[config.mk]
export PLATFORM = sky130hd
export DESIGN_NAME = zeroriscy_fft_seq_unit
export DESIGN_NICKNAME = d
export VERILOG_FILES = /design/src/rtl/zeroriscy_fft_seq_unit.sv
export SDC_FILE = /design/constraint.sdc
export NUM_CORES = 2
export LEC_CHECK = 0
export CORE_UTILIZATION = 61
export CTS_CLUSTER_DIAMETER = 200
export DETAILED_ROUTE_END_ITERATION = 8
export DONT_BUFFER_PORTS = 1
export HOLD_SLACK_MARGIN = 0.1
export PLACE_DENSITY = 0.8
export SETUP_SLACK_MARGIN = 0.2
export SLEW_MARGIN = 20
export SYNTH_ARGS = -nofsm -noshare
export SYNTH_HDL_FRONTEND = slang
export SYNTH_SLANG_ARGS = --single-unit
[constraint.sdc]
create_clock -name clk -period 13.81 [get_ports clk]
set_input_delay 0 -clock clk [delete_from_list [all_inputs] [get_ports clk]]
set_output_delay 0 -clock clk [all_outputs]
set_load 0.01 [all_outputs]
[src/rtl/zeroriscy_fft_seq_unit.sv]
// Custom0 EX-stage responder for complex Q15 FFT primitives.
// CMUL and the butterflies share one 16x16 multiplier over four cycles. CADDS and BITREV answer in the same cycle.
module zeroriscy_fft_seq_unit #(
  parameter bit SATURATE = 1'b1,
  parameter bit ROUND    = 1'b1
) (
  input  logic        clk,
  input  logic        rst_n,
  input  logic        custom0_sel_i,
  input  logic [4:0]  custom0_operator_i,
  input  logic [31:0] custom0_operand_a_i,
  input  logic [31:0] custom0_operand_b_i,
  input  logic [31:0] custom0_operand_c_i,
  output logic [31:0] result_o,
  output logic        ready_o
);

  localparam int unsigned XW  = 32;
  localparam int unsigned HW  = 16;
  localparam int unsigned OPW = 5;
  localparam int unsigned AW  = 34;
  localparam int unsigned TW  = 35;
  localparam int unsigned RW  = 19;

  localparam logic [OPW-1:0] OP_CMUL   = 5'd0;
  localparam logic [OPW-1:0] OP_BTOP   = 5'd1;
  localparam logic [OPW-1:0] OP_BBOT   = 5'd2;
  localparam logic [OPW-1:0] OP_CADDS  = 5'd3;
  localparam logic [OPW-1:0] OP_BITREV = 5'd4;

  localparam logic signed [RW-1:0] QMAX = 19'sd32767;
  localparam logic signed [RW-1:0] QMIN = -19'sd32768;
  localparam logic signed [AW-1:0] HALF_C = ROUND ? 34'sd16384 : 34'sd0;
  localparam logic signed [TW-1:0] HALF_B = ROUND ? 35'sd32768 : 35'sd0;
  localparam logic signed [HW:0]   HALF_A = ROUND ? 17'sd1 : 17'sd0;

  typedef enum logic [1:0] {S_IDLE = 2'd0, S_MUL = 2'd1, S_DONE = 2'd2} state_t;

  state_t state, state_next;
  logic [1:0]             cnt;
  logic [OPW-1:0]         op_q;
  logic [XW-1:0]          a_q, b_q, c_q, res_q;
  logic signed [AW-1:0]   acc_re, acc_im, acc_re_nxt, acc_im_nxt, prod_x;
  logic signed [HW-1:0]   mul_a, mul_b;
  logic signed [XW-1:0]   prod;
  logic [XW-1:0]          mul_res, single_res;
  logic                   is_multi;

  // Clamp or wrap a shifted intermediate to a Q15 lane.
  function automatic logic [HW-1:0] clip(input logic signed [RW-1:0] v);
    logic [HW-1:0] r;
    r = v[HW-1:0];
    if (SATURATE) begin
      if (v > QMAX)      r = 16'h7FFF;
      else if (v < QMIN) r = 16'h8000;
    end
    return r;
  endfunction

  function automatic logic [HW-1:0] cmul_round(input logic signed [AW-1:0] acc);
    logic signed [AW-1:0] t;
    t = acc + HALF_C;
    return clip(t[AW-1:HW-1]);
  endfunction

  function automatic logic [HW-1:0] bfly_round(input logic [HW-1:0] c,
                                               input logic signed [AW-1:0] acc,
                                               input logic sub);
    logic signed [TW-1:0] cx, ax, t;
    cx = {{4{c[HW-1]}}, c, 15'd0};
    ax = {acc[AW-1], acc};
    t  = sub ? (cx - ax) : (cx + ax);
    t  = t + HALF_B;
    return clip(t[TW-1:HW]);
  endfunction

  function automatic logic [HW-1:0] cadd_half(input logic [HW-1:0] x, input logic [HW-1:0] y);
    logic signed [HW:0] s;
    s = $signed({x[HW-1], x}) + $signed({y[HW-1], y}) + HALF_A;
    return s[HW:1];
  endfunction

  // Full 32-bit reversal, then shift the reversed field down to bit 0; n=0 shifts everything out.
  function automatic logic [XW-1:0] bitrev(input logic [XW-1:0] v, input logic [4:0] n);
    logic [XW-1:0] r;
    logic [5:0]    sh;
    for (int i = 0; i < 32; i++) r[i] = v[31-i];
    sh = 6'd32 - {1'b0, n};
    return r >> sh;
  endfunction

  assign is_multi = (custom0_operator_i <= OP_BBOT);

  // Shared multiplier: cnt 0..3 selects ar*br, ai*bi, ar*bi, ai*br.
  always_comb begin
    mul_a      = cnt[0] ? a_q[HW-1:0] : a_q[XW-1:HW];
    mul_b      = (cnt[0] ^ cnt[1]) ? b_q[HW-1:0] : b_q[XW-1:HW];
    prod       = mul_a * mul_b;
    prod_x     = {{2{prod[XW-1]}}, prod};
    acc_re_nxt = acc_re;
    acc_im_nxt = acc_im;
    case (cnt)
      2'd0:    acc_re_nxt = acc_re + prod_x;
      2'd1:    acc_re_nxt = acc_re - prod_x;
      default: acc_im_nxt = acc_im + prod_x;
    endcase
  end

  always_comb begin
    mul_res = '0;
    case (op_q)
      OP_CMUL: mul_res = {cmul_round(acc_re_nxt), cmul_round(acc_im_nxt)};
      OP_BTOP: mul_res = {bfly_round(c_q[XW-1:HW], acc_re_nxt, 1'b0),
                          bfly_round(c_q[HW-1:0],  acc_im_nxt, 1'b0)};
      OP_BBOT: mul_res = {bfly_round(c_q[XW-1:HW], acc_re_nxt, 1'b1),
                          bfly_round(c_q[HW-1:0],  acc_im_nxt, 1'b1)};
      default: mul_res = '0;
    endcase
  end

  always_comb begin
    single_res = '0;
    case (custom0_operator_i)
      OP_CADDS:  single_res = {cadd_half(custom0_operand_a_i[XW-1:HW], custom0_operand_b_i[XW-1:HW]),
                               cadd_half(custom0_operand_a_i[HW-1:0],  custom0_operand_b_i[HW-1:0])};
      OP_BITREV: single_res = bitrev(custom0_operand_a_i, custom0_operand_b_i[4:0]);
      default:   single_res = '0;
    endcase
  end

  always_ff @(posedge clk or negedge rst_n) begin
    if (!rst_n) state <= S_IDLE;
    else        state <= state_next;
  end

  always_comb begin
    state_next = state;
    case (state)
      S_IDLE:  if (custom0_sel_i && is_multi) state_next = S_MUL;
      S_MUL:   if (!custom0_sel_i)          state_next = S_IDLE;
               else if (cnt == 2'd3)        state_next = S_DONE;
      default: state_next = S_IDLE;
    endcase
  end

  // Operand capture and accumulation; result latched on the MUL->DONE edge.
  always_ff @(posedge clk or negedge rst_n) begin
    if (!rst_n) begin
      cnt    <= '0;
      op_q   <= '0;
      a_q    <= '0;
      b_q    <= '0;
      c_q    <= '0;
      acc_re <= '0;
      acc_im <= '0;
      res_q  <= '0;
    end else begin
      case (state)
        S_IDLE: if (custom0_sel_i && is_multi) begin
          op_q   <= custom0_operator_i;
          a_q    <= custom0_operand_a_i;
          b_q    <= custom0_operand_b_i;
          c_q    <= custom0_operand_c_i;
          acc_re <= '0;
          acc_im <= '0;
          cnt    <= '0;
        end
        S_MUL: if (custom0_sel_i) begin
          acc_re <= acc_re_nxt;
          acc_im <= acc_im_nxt;
          cnt    <= cnt + 2'd1;
          if (cnt == 2'd3) res_q <= mul_res;
        end
        default: ;
      endcase
    end
  end

  always_comb begin
    ready_o  = 1'b0;
    result_o = '0;
    case (state)
      S_IDLE: if (custom0_sel_i && !is_multi) begin
        ready_o  = 1'b1;
        result_o = single_res;
      end
      S_DONE: begin
        ready_o  = 1'b1;
        result_o = res_q;
      end
      default: ;
    endcase
  end

endmodule

# Word-level counts from Yosys, hierarchy flattened
# Index checks and enable logic that the tools add are counted.
[totals]
out_inout_bits = 33
ff_bits = 205
wordCells = 101
inputBits = 104
[op_classes]
add_sub_neg = 19
order_cmp = 13
mul = 1
n_shift = 1
bitwise = 1
mux = 34
n_reduce_logical = 12
n_eq_ne = 11
[op_table]
columns = ["cell", "count"]
rows = [
  ["16-bit 2-to-1 mux", 14],
  ["34-bit case mux with 2 select lines", 3],
  ["35-bit by 17-bit adder with 35-bit output (second input constant)", 4],
  ["34-bit 2-to-1 mux", 4],
  ["32-bit case mux with 2 select lines", 2],
  ["19-bit by 16-bit greater-than comparator with 1-bit output (second input constant)", 6],
  ["19-bit by 16-bit < comparator with 1-bit output (second input constant)", 6],
  ["32-bit case mux with 3 select lines", 1],
  ["31-bit by 34-bit adder with 35-bit output", 2],
  ["31-bit by 34-bit subtractor with 35-bit output", 2],
  ["34-bit by 16-bit adder with 34-bit output (second input constant)", 2],
  ["34-bit by 32-bit adder with 34-bit output", 2],
  ["16-bit by 16-bit adder with 17-bit output", 2],
  ["17-bit by 2-bit adder with 17-bit output (second input constant)", 2],
  ["34-bit by 32-bit subtractor with 34-bit output", 1],
  ["16-bit by 16-bit multiplier with 32-bit output", 1],
  ["32-bit 2-to-1 mux", 1],
  ["32-bit by 6-bit right shift with 32-bit output", 1],
  ["5-bit by 2-bit equality test with 1-bit output (second input constant)", 2],
  ["2-bit 2-to-1 mux", 5],
  ["2-bit case mux with 2 select lines", 2],
  ["3-bit AND reduction", 2],
  ["6-bit by 5-bit subtractor with 6-bit output (first input constant)", 1],
  ["5-bit by 1-bit equality test with 1-bit output (second input constant)", 1],
  ["other kinds (17)", 23],
]

# Longest topological paths before layout
[logic_depth]
word_depth = 11
mapped_depth = 60
mapped_depth_nobuf = 52

# Worst setup path after synthesis
# No wires, ideal clock.
[synth_path]
path_kind = "register to register"
start = "register cnt[0]"
end = "register res_q[30]"
n_path_buf = 7
arrival_ps = 13822
slack_ps = -157
period_less_slack_ps = 13967
required_ps = 13665
setup_time_ps = 145
path_stages_with_launch = 55
path_cell_list = "dfrtp_1 -> clkbuf_1 -> clkbuf_1 -> inv_1 -> ha_1 -> clkbuf_1 -> clkbuf_1 -> buf_1 -> mux2_2 -> nand2_1 -> fa_1 -> fa_1 -> fa_1 -> fa_1 -> inv_1 -> fa_1 -> inv_1 -> fa_1 -> [19 not listed] -> a31oi_1 -> o21ai_0 -> or3_1 -> o221a_2 -> nand4b_2 -> ha_1 -> ha_1 -> inv_1 -> nor2_1 -> a2111oi_0 -> nand2_1 -> o21ai_0 -> a31oi_1 -> xnor2_1 -> a311oi_2 -> nor2_1 -> o211a_1 -> a22oi_1"
[synth_via]
elab_chain_len = 11
elab_cells_between_ends = 29
cone_classes = "7 x add/sub; 1 x mul; 6 x order compare; 2 x eq/ne; 10 x mux; 1 x bitwise; 2 x reduce/logical"
[synth_lines]
columns = ["element", "line_no", "source"]
rows = [
  ["start, declared", "40", "logic [1:0] cnt;"],
  ["start signal, assigned", "171", "cnt <= cnt + 2'd1;"],
  ["1-bit XOR", "97", "mul_b = (cnt[0] ^ cnt[1]) ? b_q[HW-1:0] : b_q[XW-1:HW];"],
  ["16-bit 2-to-1 mux", "97", ""],
  ["16-bit by 16-bit multiplier with 32-bit output", "98", "prod = mul_a * mul_b;"],
  ["34-bit by 32-bit subtractor with 34-bit output or 34-bit by 32-bit adder with 34-bit output (tied branches)", "104, 103", ""],
  ["34-bit case mux with 2 select lines", "102", "case (cnt)"],
  ["31-bit by 34-bit subtractor with 35-bit output or 31-bit by 34-bit adder with 35-bit output (tied branches)", "--", ""],
  ["35-bit by 17-bit adder with 35-bit output", "73", "t = t + HALF_B;"],
  ["19-bit by 16-bit < comparator with 1-bit output", "55", "else if (v < QMIN) r = 16'h8000;"],
  ["16-bit 2-to-1 mux", "55", ""],
  ["16-bit 2-to-1 mux", "54", "if (v > QMAX) r = 16'h7FFF;"],
  ["32-bit case mux with 3 select lines", "111", "case (op_q)"],
  ["end signal, assigned", "172", "if (cnt == 2'd3) res_q <= mul_res;"],
  ["end, declared", "42", "logic [XW-1:0] a_q, b_q, c_q, res_q;"],
]
# Several ways; a longest one is shown, not always the timed one.
# A chain may end at the register's enable or synchronous reset.

# Final worst setup path
[layout_path]
start = "register cnt[1]"
end = "register res_q[26]"
# The elaborated chain is that of the path after synthesis.

==> run metrics <==
Worst R2R Setup Slack=0.71 ns; clock latency on the worst-skew pair=0.60 ns; fmax=0.0763 GHz; total grt overflow=0; number of synthesized flops with an enable pin=0; share of cells above drive strength 1=around 10%; RSZ-0062 raised after global routing=false; Mapped Nets=about 4800; crit path max fanout=13; YS warnings=0; Tcrit/Tclk final=a little over nine tenths; Seq cells post-synth=slightly above 200; initial core utilization=61.9%; total track usage=41.4%; GP Congestion=around 1.1; Syn-to-layout area delta=10.7%; DR vias=around 33000; asr flop ratio synth=100%; first-pass GRT wire length=about 180000 um; initial antenna violation count=0; Yosys cell types=about 110; fin crit period=around 13 ns; placed cell count=between 4000 and 5000; clock buffer count from CTS=26; IO buf count=0; Slew Viols, Final=0; FP Rows=86; final instance area=about 38000 um^2; Critical Path Source Type=flip-flop; CTS sink cnt=roughly 200; Top Ports=roughly 140; Post-Route WL=around 120000 um; Core ar.=about 55000 um^2; drt first pass iters=8; status=finished, final reports clean; Hold Vio Cnt, Final=0; Fin Clk Skew=0.0441 ns; slowest stage cell, crit path=or4_4; fin cells=between 4000 and 5000; slew margin rel.=a little under a third; Synth Flop Type=dfrtp_1; syn_area_per_cell=8.31 um^2; Setup Total Neg Slack=0 ns; Tightest Pin Transition=~1.0 ns; Clock Tree Root=clkbuf_16; Die Width=approximately 240 um; sequential area share after synthesis=roughly 15%; nets=around 4900; Synth Instances=about 4000; CP required=approximately 14 ns; DRT iter0 DRCs=between 3000 and 4000; Via density=around 6.6; WS Path Type=flip-flop to flip-flop; number of remaining DRC errors=0; min-delay src=custom0_operand_a_i[19]; HPWL Detailed=approximately 90000 um; max-cap viol count=0; CP peak stage delay=approximately 0.6 ns; Post-DRT Antenna Nets=0; CTS clk-pin slew, worst paths=around 0.07 ns; Crit. End Element=flip-flop; Area after DPL=around 35000 um^2; most frequent CP cell=inv_1; worst r2r src=cnt[1]; vias in the first global route=between 30000 and 40000; CTS Buffer Depth=3; H-tree levels=1; DR WL/cell=23.8 um; CTS tree=done; largest net degree at the start of global routing=slightly above 200; worst hold path type=primary input to flip-flop; Worst Setup SP=cnt[1]; Die ar.=57100 um^2; Die H=~240 um; crit path DAT=about 14 ns; Cell Area, Synth=roughly 34000 um^2; Setup Viol. Count Final=0
==> path summary, 6_finish.rpt <==
path | cells past startpoint | endpoint
worst min-delay path | 2 | a_q[19]
min in group asynchronous | 3 | c_q[15]
worst max-delay path | 48 | res_q[26]
worst max register to register | 48 | res_q[26]
max in group asynchronous | 4 | b_q[24]
worst min register to register | 1 | op_q[4]
==> area by class of cell <==
cell class	instances	area [um^2]
clock buffers	28	658
fillers	4618	17400
clock inverters	20	275
repair buffers	219	2020
flip-flops and latches	205	5130
inverters	445	1670
diodes	2	5.00
well taps	748	936
multi-input cells	3305	27200
==> cell usage in the layout, fill, tap and decap left out, types with 26 or more instances in the layout <==
master,instances
nor2_1,400
nor3_1,71
a22oi_1,30
a31oi_1,32
a211oi_1,58
a21o_1,91
clkbuf_16,26
a21oi_1,211
o21ai_1,31
dfrtp_1,205
nand2_1,394
o21ai_0,193
mux2i_1,67
nand2b_1,29
buf_4,84
ha_1,331
nand3_1,97
mux2_2,133
nand4_1,33
fa_1,267
xor2_1,52
o211ai_1,33
inv_1,442
xnor2_1,132
and2_1,34
dlygate4sd3_1,132
==> Yosys cell counts, types with 54 or more instances <==
| cell | number | area (um^2) |
|---|---|---|
| a211oi_1 | 63 | 473 |
| a21o_1 | 91 | 683 |
| a21oi_1 | 220 | 1100 |
| clkbuf_1 | 136 | 510 |
| dfrtp_1 | 205 | 5130 |
| fa_1 | 268 | 5370 |
| ha_1 | 336 | 4200 |
| inv_1 | 443 | 1660 |
| mux2_2 | 133 | 1500 |
| mux2i_1 | 77 | 771 |
| nand2_1 | 396 | 1490 |
| nand3_1 | 99 | 495 |
| nor2_1 | 401 | 1510 |
| nor3_1 | 75 | 375 |
| o21ai_0 | 196 | 981 |
| xnor2_1 | 135 | 1180 |
| xor2_1 | 54 | 473 |
==> critical path: cells and delay by family (launching register included) <==
kind,cells,cell delay [ns]
compound gates,16,3.73
xor+xnor,1,0.14
fa+ha+maj,11,4.92
buf+inv,8,0.78
flops,1,0.37
mux,2,0.75
simple gates,10,2.19
==> through the flow <==
step           hold WS (ns)  util (%)  setup slack [ns]
3_5_place_dp         -0.289      63.5           -0.0373
6_report             0.0984      68.5             0.711
3_3_place_gp         -0.288      63.5          0.000338
4_1_cts               0.101      67.7             0.203
2_1_floorplan        -0.296         -             0.213
5_1_grt               0.118      68.5             0.186
==> kinds of logic (layout without fill, tap and decap cells) <==
logic type,count (synthesis),count (layout),share of synthesized area [%]
AO/OA/AOI/OAI,1020,1020,20.5
AND/OR/NAND/NOR,1269,1269,17.5
other,0,2,0
flip-flops,205,205,15.0
XOR/XNOR,190,190,4.88
adder cells (fa/ha/maj),604,604,27.9
multiplexers,222,222,7.41
buffers and inverters,613,712,6.82
==> per-layer routing <==
layer  GRT usage, %  wire, um  up-vias
li1               -         -    14720
met1           52.3     44600    15875
met2           64.5     52900     1863
met3           9.00     12100      500
met4           26.0      8990        0
met5              0         0        -
==> registers in the layout, indices dropped and copies added, names as in the netlist <==
name / cells
cnt: 2
state: 2
a_q: 32
res_q: 32
c_q: 32
acc_re: 34
op_q: 5
acc_im: 34
b_q: 32
==> what timing repair did <==
| item | in CTS | in global routing |
|---|---|---|
| setup endpoints to repair | 14 | 31 |
| hold buffers | 132 | 1 |
| buffers inserted | 5 | 8 |
| pin swaps | 3 | 13 |
| resized for setup | 8 | 79 |
| endpoints found under the hold margin | 315 | 62 |
Power is not shown: default switching activity piles up to over one toggle a cycle in this logic, so the estimate is an artifact.
